<file path="config.mk">
export PLATFORM = sky130hd
export DESIGN_NAME = csla_64
export DESIGN_NICKNAME = d
export VERILOG_FILES = /design/src/rtl/csla_64.sv
export SDC_FILE = /design/constraint.sdc
export NUM_CORES = 1
export LEC_CHECK = 0
export BUFFER_PORTS_ARGS = -buffer_cell sky130_fd_sc_hd__buf_4
export CAP_MARGIN = 25
export CORE_ASPECT_RATIO = 0.8
export CORE_UTILIZATION = 35
export CTS_CLUSTER_DIAMETER = 200
export CTS_CLUSTER_SIZE = 28
export DETAILED_ROUTE_END_ITERATION = 7
export PLACE_DENSITY = 0.77
export SLEW_MARGIN = 15
export SYNTH_ARGS = -nofsm -noshare
export SYNTH_HDL_FRONTEND = slang
export SYNTH_SLANG_ARGS = --single-unit
</file>
<file path="constraint.sdc">
create_clock -name clk -period 0.9 [get_ports clk]
set_clock_uncertainty 0.15 [all_clocks]
set_input_delay 0.045 -clock clk [delete_from_list [all_inputs] [get_ports clk]]
set_output_delay 0.045 -clock clk [all_outputs]
set_load 0.02 [all_outputs]
</file>
<file path="src/rtl/csla_64.sv">
// 64-bit carry-select adder with a registered {cout, sum} result.
// Groups of BLOCK_W bits ripple internally; upper groups pick between carry-in 0/1 results.
module csla_64 #(
  parameter int BLOCK_W = 4
) (
  input  logic        clk,
  input  logic        rst_n,
  input  logic [63:0] a,
  input  logic [63:0] b,
  input  logic        cin,
  output logic [63:0] sum,
  output logic        cout
);

  localparam int DATA_W = 64;
  localparam int NGRP   = DATA_W / BLOCK_W;

  if (!(BLOCK_W == 4 || BLOCK_W == 8 || BLOCK_W == 16)) begin : g_bad_block_w
    $error("csla_64: BLOCK_W must be 4, 8 or 16");
  end

  // Plain ripple-carry group: returns {carry_out, sum_bits}.
  function automatic logic [BLOCK_W:0] ripple(input logic [BLOCK_W-1:0] x,
                                               input logic [BLOCK_W-1:0] y,
                                               input logic               ci);
    logic               c;
    logic [BLOCK_W-1:0] s;
    c = ci;
    for (int i = 0; i < BLOCK_W; i++) begin
      s[i] = x[i] ^ y[i] ^ c;
      c    = (x[i] & y[i]) | (c & (x[i] ^ y[i]));
    end
    return {c, s};
  endfunction

  logic [DATA_W-1:0] sum_d, sum_q;
  logic              cout_d, cout_q;
  logic [BLOCK_W:0]  grp0, grp1, sel;
  logic              carry;

  always_comb begin
    carry = cin;
    sum_d = '0;
    grp0  = '0;
    grp1  = '0;
    sel   = '0;
    for (int g = 0; g < NGRP; g++) begin
      grp0 = ripple(a[g*BLOCK_W +: BLOCK_W], b[g*BLOCK_W +: BLOCK_W], 1'b0);
      grp1 = ripple(a[g*BLOCK_W +: BLOCK_W], b[g*BLOCK_W +: BLOCK_W], 1'b1);
      if (g == 0) begin
        sel = ripple(a[BLOCK_W-1:0], b[BLOCK_W-1:0], cin);
      end else begin
        sel = carry ? grp1 : grp0;
      end
      sum_d[g*BLOCK_W +: BLOCK_W] = sel[BLOCK_W-1:0];
      carry = sel[BLOCK_W];
    end
    cout_d = carry;
  end

  // Output register stage
  always_ff @(posedge clk or negedge rst_n) begin
    if (!rst_n) begin
      sum_q  <= '0;
      cout_q <= 1'b0;
    end else begin
      sum_q  <= sum_d;
      cout_q <= cout_d;
    end
  end

  assign sum  = sum_q;
  assign cout = cout_q;

endmodule

</file>
==> flow_summary.ini <==
[status]
outcome = finished, violations left
failed_checks = hold timing, setup timing

[setup_path]
crit_type = in -> reg
cp.arrival_ns = 19.38
cp_max_fo = 3
crit_path_start_kind = input pin
end_kind = flip-flop
path_common_cell = fa_2
worst-path-stages = 81
cp.buffers_inverters = 9
cp_top_family = adder cells
required_ns = 1.01
slowest_delay_ns = 0.41
cp_slowest_cell = fa_2

[layout]
drive_gt1_share_pct = 66.1
fillers = 728
seq_area_mm2 = 0.00163
syn2layout_area_growth_pct = 77.0
instances_no_fill = 626
most-common-layout-cells = buf_4 (151), buf_6 (73), dfrtp_1 (65)
fin_nets = 695
num_antenna_cells = 0
post-route-util_pct = 63.9
final_common_cell = buf_4
multi_input_area_mm2 = 0.00184
final_area_mm2 = 0.00616

[routing]
drt_iter0_drc = 72
post_drt_wl_per_cell_um = 13.2
dr.pass1.iters = 3
drcViolationCount = 0
detail-route-antenna-nets = 0
vias = 2573
totalWireLength_um = 8270
via_per_inst = 4.11

[hold_path]
hold_depth = 2
whs_endpoint = sum[33]$_DFF_PN0_
worst_hold_path_type = in -> reg
worstHoldStart = b[33]

[clock_tree]
clk_pin_slew_ns = 0.05
clk_path_buf_depth = 2
root_buffer = clkbuf_16
htree_levels = 3
cts_hold_buf = 1
cts_sinks = 65
cts_tree = built
cts_buffers = 9

[grt]
grt_max_degree = 66
overflow = 0
antenna_found_initial = 0
grt_usage_pct = 17.2
grt_pass1_vias = 2968
grt_pass1_wl_um = 13600

[sta]
setup_viol = 129
relSlewSlack_pct = 75.7
timing.final.crit_period_ns = 19.27
setup_ws_ns = -18.37
hold_ws_ns = -0.130
fin_crit_sh_pct = 2140
rsz0062_at_grt = true
drv_slew = 0
max_slew.worst_pin.slew_ns = 0.364
max_freq_mhz = 51.9
hold_violations = 56

[yosys]
yosysWarnings = 0
syn_nets = 458
synth_compound_area_share_pct = 1.72
synth-adder-area-share_pct = 39.0
ys_seq_area_share_pct = 46.7
synth_simple_gate_area_share_pct = 1.29
netlist_area_mm2 = 0.00348
synthTopCellsByArea = dfrtp_1 (47%), fa_1 (28%), ha_1 (11%)
ys_ff_latch = 65
synth.top_cell.area_share_pct = 46.7
synth_largest_area_cell = dfrtp_1
synth_top_family_by_area = adder cells
muxShareOfSynthArea_pct = 0.862
postSynthAreaPerCell_um2 = 14.0
synth_cell_types = 11
synth-xor-area-share_pct = 3.77
syn-instance-count = 248

[place]
dpl_cell_area_mm2 = 0.00539
gp_congestion = 0.751
dp_cells = 595
io_buffers = 195
dp_hpwl_um = 6710

[pwr]
vdd_drop_max_uv = 1020
power_density_mw_per_mm2 = 1870
p_leak_nw = 3.07
p_total_mw = 11.5

[die]
row_count = 32
core_mm2 = 0.00965
dieArea_mm2 = 0.0104
die_h_um = 91.2
io_pins = 196
fp.dieW_um = 114
start_util_pct = 36.1

[run]
max-cap-violations = 0
==> layout make-up <==
class | instances | area share (%)
Clock buffer | 12 | 4.16
Timing Repair Buffer | 226 | 32.2
Sequential cell | 65 | 26.4
Multi-Input combinational cell | 121 | 29.8
Tap cell | 136 | 2.76
Inverter | 62 | 3.78
Clock inverter | 4 | 0.832
==> cells in the mapped netlist <==
master   instances
a21oi_1          8
dfrtp_1         65
fa_1            49
ha_1            30
inv_1           62
mux2i_1          3
nand2_1          4
nor2_1           8
o21ai_0          4
xnor2_1          5
xor2_1          10
==> worst max path at each step <==
stage	start	end	slack, ns
2_1_floorplan	a[0]	sum[63]$_DFF_PN0_	-18.39
3_3_place_gp	a[0]	sum[63]$_DFF_PN0_	-18.80
3_5_place_dp	a[0]	sum[63]$_DFF_PN0_	-19.18
4_1_cts	cin	sum[63]$_DFF_PN0_	-18.40
5_1_grt	cin	sum[63]$_DFF_PN0_	-19.05
6_report	cin	sum[63]$_DFF_PN0_	-18.37
==> per-layer routing <==
| layer | up-vias | GRT usage (%) | share of wire [%] |
|---|---|---|---|
| met1 | 1247 | 18.2 | 35 |
| met5 | - | 0 | 0 |
| met4 | 0 | 6.03 | 2.6 |
| met2 | 117 | 31.0 | 55 |
| li1 | 1190 | - | - |
| met3 | 19 | 6.74 | 7.6 |
==> state kept, by name, summed over array words and instances (netlist names) <==
register / cells
cout: 1
sum: 64
==> timing repair <==
| action | in CTS | in global routing |
|---|---|---|
| setup endpoints to repair | 129 | 129 |
| buffers inserted | 10 | 4 |
| cloned | 0 | 0 |
| resized for setup | 97 | 2 |
| hold endpoints to repair | 122 | 55 |
| pin swaps | 42 | 0 |
==> cell families after synthesis <==
| family | Yosys count |
|---|---|
| fa+ha+maj | 79 |
| flops | 65 |
| buf+inv | 62 |
| xor+xnor | 15 |
| compound gates | 12 |
| simple gates | 12 |
| mux | 3 |
==> report_power, final <==
part,switching [mW],total [mW],internal [mW]
registers,0.292,3.83,3.54
logic,1.92,4.15,2.24
clock network,1.23,3.53,2.29
total,3.44,11.5,8.07
==> stage by stage <==
step | setup TNS [ns] | setup slack (ns)
after CTS | -592.06 | -18.40
after global placement | -605.21 | -18.80
after detailed placement | -617.08 | -19.18
final | -590.38 | -18.37
after floorplan | -582.14 | -18.39
after global routing | -613.95 | -19.05
Power figures use the tool's default switching activity.
